### config.mk
export PLATFORM = sky130hd
export DESIGN_NAME = uart_rx_ip
export DESIGN_NICKNAME = d
export VERILOG_FILES = /design/src/rtl/uart_rx_pkg.sv /design/src/rtl/uart_rx_ip_fifo.sv /design/src/rtl/uart_rx_ip.sv
export SDC_FILE = /design/constraint.sdc
export NUM_CORES = 1
export LEC_CHECK = 0
export ABC_AREA = 1
export CORE_MARGIN = 4
export CORE_UTILIZATION = 48
export DETAILED_ROUTE_END_ITERATION = 7
export GPL_TIMING_DRIVEN = 0
export PLACE_DENSITY = 0.85
export SLEW_MARGIN = 20
export SYNTH_ARGS = -nofsm -noshare
export SYNTH_HDL_FRONTEND = slang
export SYNTH_SLANG_ARGS = --single-unit
### constraint.sdc
create_clock -name clk -period 3.2 [get_ports clk]
set_input_delay 0.64 -clock clk [delete_from_list [all_inputs] [get_ports clk]]
set_output_delay 0.64 -clock clk [all_outputs]
set_load 0.03 [all_outputs]
### src/rtl/uart_rx_pkg.sv
// Shared definitions for the UART receive peripheral: register map, STATUS bits,
// receive FSM states and the DIV clamp helper.
package uart_rx_pkg;

  // Word indices decoded from address bits [3:2]
  localparam logic [1:0] RegDataIdx   = 2'd0;
  localparam logic [1:0] RegStatusIdx = 2'd1;
  localparam logic [1:0] RegDivIdx    = 2'd2;

  localparam int unsigned BitNotEmpty = 0;
  localparam int unsigned BitFull     = 1;
  localparam int unsigned BitOverrun  = 2;
  localparam int unsigned BitFrameErr = 3;

  localparam logic [15:0] DivMin = 16'd4;

  typedef enum logic [1:0] {
    StIdle,
    StStart,
    StData,
    StStop
  } rx_state_e;

  function automatic logic [15:0] clamp_div(input logic [15:0] value);
    return (value < DivMin) ? DivMin : value;
  endfunction

endpackage

### src/rtl/uart_rx_ip_fifo.sv
// Synchronous FIFO with extra pointer MSB to tell full from empty; a push while
// full is accepted only when a pop happens in the same cycle.
module sync_fifo #(
  parameter int unsigned Width = 8,
  parameter int unsigned Depth = 8
) (
  input  logic             clk,
  input  logic             rst,
  input  logic             push_i,
  input  logic [Width-1:0] wdata_i,
  input  logic             pop_i,
  output logic             full_o,
  output logic             empty_o,
  output logic [Width-1:0] head_o
);

  localparam int unsigned AddrW = (Depth > 1) ? $clog2(Depth) : 1;

  logic [AddrW:0]   wptr_q, rptr_q;
  logic [Width-1:0] mem_q [Depth];
  logic             do_push, do_pop;

  assign empty_o = (wptr_q == rptr_q);
  assign full_o  = (wptr_q[AddrW] != rptr_q[AddrW]) &&
                   (wptr_q[AddrW-1:0] == rptr_q[AddrW-1:0]);
  assign head_o  = mem_q[rptr_q[AddrW-1:0]];

  assign do_pop  = pop_i & ~empty_o;
  assign do_push = push_i & (~full_o | do_pop);

  always_ff @(posedge clk or posedge rst) begin
    if (rst) begin
      wptr_q <= '0;
      rptr_q <= '0;
    end else begin
      if (do_push) wptr_q <= wptr_q + 1'b1;
      if (do_pop)  rptr_q <= rptr_q + 1'b1;
    end
  end

  always_ff @(posedge clk) begin
    if (do_push) mem_q[wptr_q[AddrW-1:0]] <= wdata_i;
  end

endmodule

### src/rtl/uart_rx_ip.sv
// Memory-mapped 8N1 UART receiver: input synchronizer, receive FSM with bit-period
// counter, receive FIFO and DATA/STATUS/DIV register interface.
module uart_rx_ip
  import uart_rx_pkg::*;
#(
  parameter int unsigned FIFO_DEPTH = 8,
  parameter logic [15:0] DIV_RESET  = 16'd217
) (
  input  logic        clk,
  input  logic        rst,
  input  logic [31:0] waddr,
  input  logic [31:0] wdata,
  input  logic        wen,
  input  logic [3:0]  wstrb,
  output logic        wready,
  input  logic [31:0] raddr,
  input  logic        ren,
  output logic [31:0] rdata,
  output logic        rvalid,
  input  logic        i_uart_rx,
  output logic        o_rx_irq
);

  logic [1:0]  sync_q;
  logic        rx_s, rx_prev_q, fall, expired;
  rx_state_e   state_q, state_d;
  logic [15:0] cnt_q, cnt_d, div_lat_q, div_lat_d, div_q;
  logic [2:0]  bit_q, bit_d;
  logic [7:0]  shift_q, shift_d, fifo_head;
  logic        rx_push, frame_set, fifo_full, fifo_empty, pop;
  logic        overrun_q, frame_err_q, wr_hit, clr_ovr, clr_frame, ovr_set;
  logic [31:0] rdata_d, rdata_q, status;
  logic        rvalid_q, wready_q;

  always_ff @(posedge clk or posedge rst) begin
    if (rst) begin
      sync_q    <= 2'b11;
      rx_prev_q <= 1'b1;
    end else begin
      sync_q    <= {sync_q[0], i_uart_rx};
      rx_prev_q <= rx_s;
    end
  end

  assign rx_s    = sync_q[1];
  assign fall    = rx_prev_q & ~rx_s;
  assign expired = (cnt_q == 16'd0);

  always_ff @(posedge clk or posedge rst) begin
    if (rst) begin
      state_q   <= StIdle;
      cnt_q     <= '0;
      bit_q     <= '0;
      shift_q   <= '0;
      div_lat_q <= '0;
    end else begin
      state_q   <= state_d;
      cnt_q     <= cnt_d;
      bit_q     <= bit_d;
      shift_q   <= shift_d;
      div_lat_q <= div_lat_d;
    end
  end

  always_comb begin
    state_d = state_q;
    case (state_q)
      StIdle:  if (fall) state_d = StStart;
      StStart: if (expired) state_d = rx_s ? StIdle : StData;
      StData:  if (expired && bit_q == 3'd7) state_d = StStop;
      StStop:  if (expired) state_d = StIdle;
      default: state_d = StIdle;
    endcase
  end

  // Counter/shift datapath and the push / frame-error strobes
  always_comb begin
    cnt_d     = cnt_q;
    bit_d     = bit_q;
    shift_d   = shift_q;
    div_lat_d = div_lat_q;
    rx_push   = 1'b0;
    frame_set = 1'b0;
    case (state_q)
      StIdle: begin
        if (fall) begin
          cnt_d     = div_q >> 1;
          div_lat_d = div_q;
        end
      end
      StStart: begin
        if (expired) begin
          cnt_d = div_lat_q - 16'd1;
          bit_d = 3'd0;
        end else begin
          cnt_d = cnt_q - 16'd1;
        end
      end
      StData: begin
        if (expired) begin
          shift_d = {rx_s, shift_q[7:1]};
          cnt_d   = div_lat_q - 16'd1;
          bit_d   = bit_q + 3'd1;
        end else begin
          cnt_d = cnt_q - 16'd1;
        end
      end
      StStop: begin
        if (expired) begin
          rx_push   = rx_s;
          frame_set = ~rx_s;
        end else begin
          cnt_d = cnt_q - 16'd1;
        end
      end
      default: ;
    endcase
  end

  sync_fifo #(
    .Width(8),
    .Depth(FIFO_DEPTH)
  ) u_fifo (
    .clk     (clk),
    .rst     (rst),
    .push_i  (rx_push),
    .wdata_i (shift_q),
    .pop_i   (pop),
    .full_o  (fifo_full),
    .empty_o (fifo_empty),
    .head_o  (fifo_head)
  );

  assign wr_hit    = wen & wstrb[0];
  assign clr_ovr   = wr_hit && waddr[3:2] == RegStatusIdx && wdata[BitOverrun];
  assign clr_frame = wr_hit && waddr[3:2] == RegStatusIdx && wdata[BitFrameErr];
  assign pop       = ren && raddr[3:2] == RegDataIdx && !fifo_empty;
  // A same-cycle pop frees the slot, so only an unrelieved full push overruns
  assign ovr_set   = rx_push & fifo_full & ~pop;

  always_comb begin
    status              = '0;
    status[BitNotEmpty] = ~fifo_empty;
    status[BitFull]     = fifo_full;
    status[BitOverrun]  = overrun_q;
    status[BitFrameErr] = frame_err_q;
    case (raddr[3:2])
      RegDataIdx:   rdata_d = fifo_empty ? 32'd0 : {24'd0, fifo_head};
      RegStatusIdx: rdata_d = status;
      RegDivIdx:    rdata_d = {16'd0, div_q};
      default:      rdata_d = 32'd0;
    endcase
  end

  always_ff @(posedge clk or posedge rst) begin
    if (rst) begin
      div_q       <= DIV_RESET;
      overrun_q   <= 1'b0;
      frame_err_q <= 1'b0;
      rdata_q     <= '0;
      rvalid_q    <= 1'b0;
      wready_q    <= 1'b0;
    end else begin
      if (wr_hit && waddr[3:2] == RegDivIdx) div_q <= clamp_div(wdata[15:0]);
      overrun_q   <= ovr_set | (overrun_q & ~clr_ovr);
      frame_err_q <= frame_set | (frame_err_q & ~clr_frame);
      if (ren) rdata_q <= rdata_d;
      rvalid_q    <= ren;
      wready_q    <= wen;
    end
  end

  assign rdata    = rdata_q;
  assign rvalid   = rvalid_q;
  assign wready   = wready_q;
  assign o_rx_irq = ~fifo_empty;

  logic unused_bus;
  assign unused_bus = ^{waddr[31:4], waddr[1:0], wdata[31:16], wstrb[3:1],
                        raddr[31:4], raddr[1:0]};

endmodule
==> impl_metrics.env, run 1 <==
export IMPL_critical_path_max_stage_delay_ns=0.77
export IMPL_use_met3_pct=6.10
export IMPL_final_common_cell="nand2_1"
export IMPL_drt_iter0_markers=640
export IMPL_crit_fanout=8
export IMPL_start_util_pct=49.6
export IMPL_cap_violations=0
export IMPL_clkLatencyLatePin_ns=0.45
export IMPL_dp_hpwl_um=13600
export IMPL_path_cells="inv_1, ha_1, nand3_2, nor2_4, nand4_2, nor2_2, nand4_2, nor2_1"
export IMPL_postSynthCellCount=929
export IMPL_rsz0062_at_grt="false"
export IMPL_synthTopCellsByArea="dfrtp_1, edfxtp_1, nand2_1"
export IMPL_grt_most_used_layer="met2"
export IMPL_drtPass1Iterations=6
export IMPL_final_cell_mix="nand2_1, nor2_1, dfrtp_1"
export IMPL_synth_seq_cells=156
export IMPL_cts_tree="yes"
export IMPL_yosysSeqAreaShare_pct=53.0
export IMPL_r2r_end="u_fifo.mem_q[6][1]"
export IMPL_synth_cell_types=43
export IMPL_reg2reg_slack_ns=0.34
export IMPL_max_clock_freq_mhz=350
export IMPL_ys_flop_type="dfrtp_1"
export IMPL_min_delay_path_class="reg2reg"
export IMPL_die_w_um=137
export IMPL_use_met2_pct=35.4
export IMPL_ios=140
export IMPL_cp_required_ns=3.27
export IMPL_gr_usage_all_layers_pct=22.0
export IMPL_start_kind="flip-flop"
export IMPL_setup_violations=0
export IMPL_use_met1_pct=27.5
export IMPL_grt_pass1_wl_um=31900
export IMPL_cp_buffers_inverters=1
export IMPL_leakagePower_uw=0.00416
export IMPL_critPathTopFamily="simple AND/OR/NAND/NOR gates"
export IMPL_slowest_stage="nor2_1"
export IMPL_num_antenna_cells=0
export IMPL_fin_area_mm2=0.00939
export IMPL_antenna_found_initial=0
export IMPL_postRouteAntennaNets=0
export IMPL_clock_skew_ns=0.0168
export IMPL_synth_top_area_share_pct=26.3
export IMPL_wl_um=19500
export IMPL_synth_area_per_cell_um2=8.60
export IMPL_cts_resized=0
export IMPL_cpMostUsedCell="nand4_2"
export IMPL_r2r_cells=8
export IMPL_cts_root_buffer="clkbuf_16"
export IMPL_synth_edff_count=64
export IMPL_cts_max_level=4
export IMPL_fin_crit_sh_pct=89.4
export IMPL_dp_cells=1205
export IMPL_synthesis_area_mm2=0.00799
export IMPL_drive_gt1_share_pct=10.5
export IMPL_cp_num_cells=8
export IMPL_hold_start="sync_q[0]"
export IMPL_hold_path_depth=0
export IMPL_holdWs_ns=0.358
export IMPL_fin_cells=1237
export IMPL_place_area_mm2=0.00879
export IMPL_p_per_area_mw_per_mm2=837
export IMPL_grt_max_degree=65
export IMPL_drc_errors=0
export IMPL_hold_viol=0
export IMPL_slew_headroom_pct=34.7
export IMPL_vias_per_cell=5.40
export IMPL_cts_sinks=156
export IMPL_finalCriticalPeriod_ns=2.86
export IMPL_area_delta_synth_final_pct=17.5
export IMPL_critPathCaptureType="flip-flop"
export IMPL_final_util_pct=58.2
export IMPL_die_area_mm2=0.0188
export IMPL_gp_congestion=0.958
export IMPL_yosysWarnings=0
export IMPL_vias=6675
export IMPL_status="completed"
export IMPL_cts_hold_buf=0
export IMPL_reg2reg_from="cnt_q[0]"
export IMPL_overflow=0
export IMPL_clk_path_buf_depth=2
export IMPL_ir_drop_mv=0.587
export IMPL_finalPower_uw=7860
export IMPL_worstSetupPathType="reg2reg"
export IMPL_cts_made_buffers=17
export IMPL_yosysTopAreaCell="dfrtp_1"
export IMPL_die_h_um=137
export IMPL_first_global_vias=6395
export IMPL_critPathArrivalTime_ns=2.93
export IMPL_core_mm2=0.0161
export IMPL_clk_pin_slew_ns=0.07
export IMPL_drv_slew=0
export IMPL_post_cts_setup_buffers=0
export IMPL_nets=1124
export IMPL_rows=46
export IMPL_port_buffers=44
export IMPL_async_flop_share_pct=59.0
export IMPL_tightest_slew_ns=0.976
export IMPL_drt_wirelength_per_cell_um=15.8
export IMPL_min_delay_worst_endpoint="sync_q[1]"
[metal layers]
layer | part of all wire (%) | vias up
met5 | 0 | -
met4 | 3.1 | 0
met3 | 8.7 | 59
met2 | 48 | 303
met1 | 41 | 3137
li1 | - | 3176
[Yosys cell counts (10+ instances only)]
library cell,count
nand2_1,257
nor2_1,105
dfrtp_1,84
o21ai_0,83
inv_1,80
edfxtp_1,64
nand3_1,55
a21oi_1,23
buf_4,17
clkbuf_1,14
ha_1,11
buf_2,10
o31ai_1,10
xor2_1,10
[power by group]
group	switching, uW	total (uW)	internal [uW]
registers	341	2740	2400
logic	2040	3070	1030
clock network	936	2050	1110
[kinds of logic (layout without fill, tap and decap cells)]
group	after synthesis	count (layout)	share of synthesized area (%)
fa+ha+maj	11	11	1.72
compound gates	141	141	9.53
flops	156	156	53.0
xor+xnor	17	17	1.86
buf+inv	130	207	7.28
simple gates	465	465	25.4
mux	8	8	1.13
other cells	1	16	0.0470
[sequential cells by signal, indices dropped and copies added, names as in the netlist, named ones only]
signal         cells
state_q            1
div_lat_q         16
rdata             16
div_q             16
u_fifo.mem_q      64
rvalid             1
u_fifo.rptr_q      4
shift_q            8
cnt_q             16
u_fifo.wptr_q      4
bit_q              3
wready             1
rx_prev_q          1
overrun_q          1
frame_err_q        1
sync_q             2
[how the worst max path moves through the flow]
stage | from | to | slack, ns
finish | cnt_q[0] | u_fifo.mem_q[6][1] | 0.34
detailed placement | raddr[2] | u_fifo.mem_q[2][2] | 0.13
global placement | rst | rdata[13] | -1.40
floorplan | rst | asynchronous set/reset pin | 0.18
CTS | cnt_q[0] | u_fifo.mem_q[2][5] | 0.35
global route | cnt_q[0] | u_fifo.mem_q[6][7] | 0.14
[per-stage QoR]
step	setup WS [ns]	setup TNS, ns
floorplan	0.181	0
global placement	-1.40	-120.61
detailed placement	0.126	0
CTS	0.352	0
global route	0.135	0
finish	0.340	0
[layout make-up]
type	instances	area [um2]
plain buffers	47	268
clock buffers	17	425
clock inverters	15	174
fillers	1337	6730
inverters	83	319
multi-input cells	658	3230
flip-flops and latches	156	4230
well taps	216	270
repair buffers	45	468
No activity file was read; power rests on OpenSTA's default activity.
==> run 2, diff against run 1 <==
CAP_MARGIN = 25   (was unset)
==> results of run 2 <==
Same layout as run 1: the final DEF is identical, and so are final timing and power.
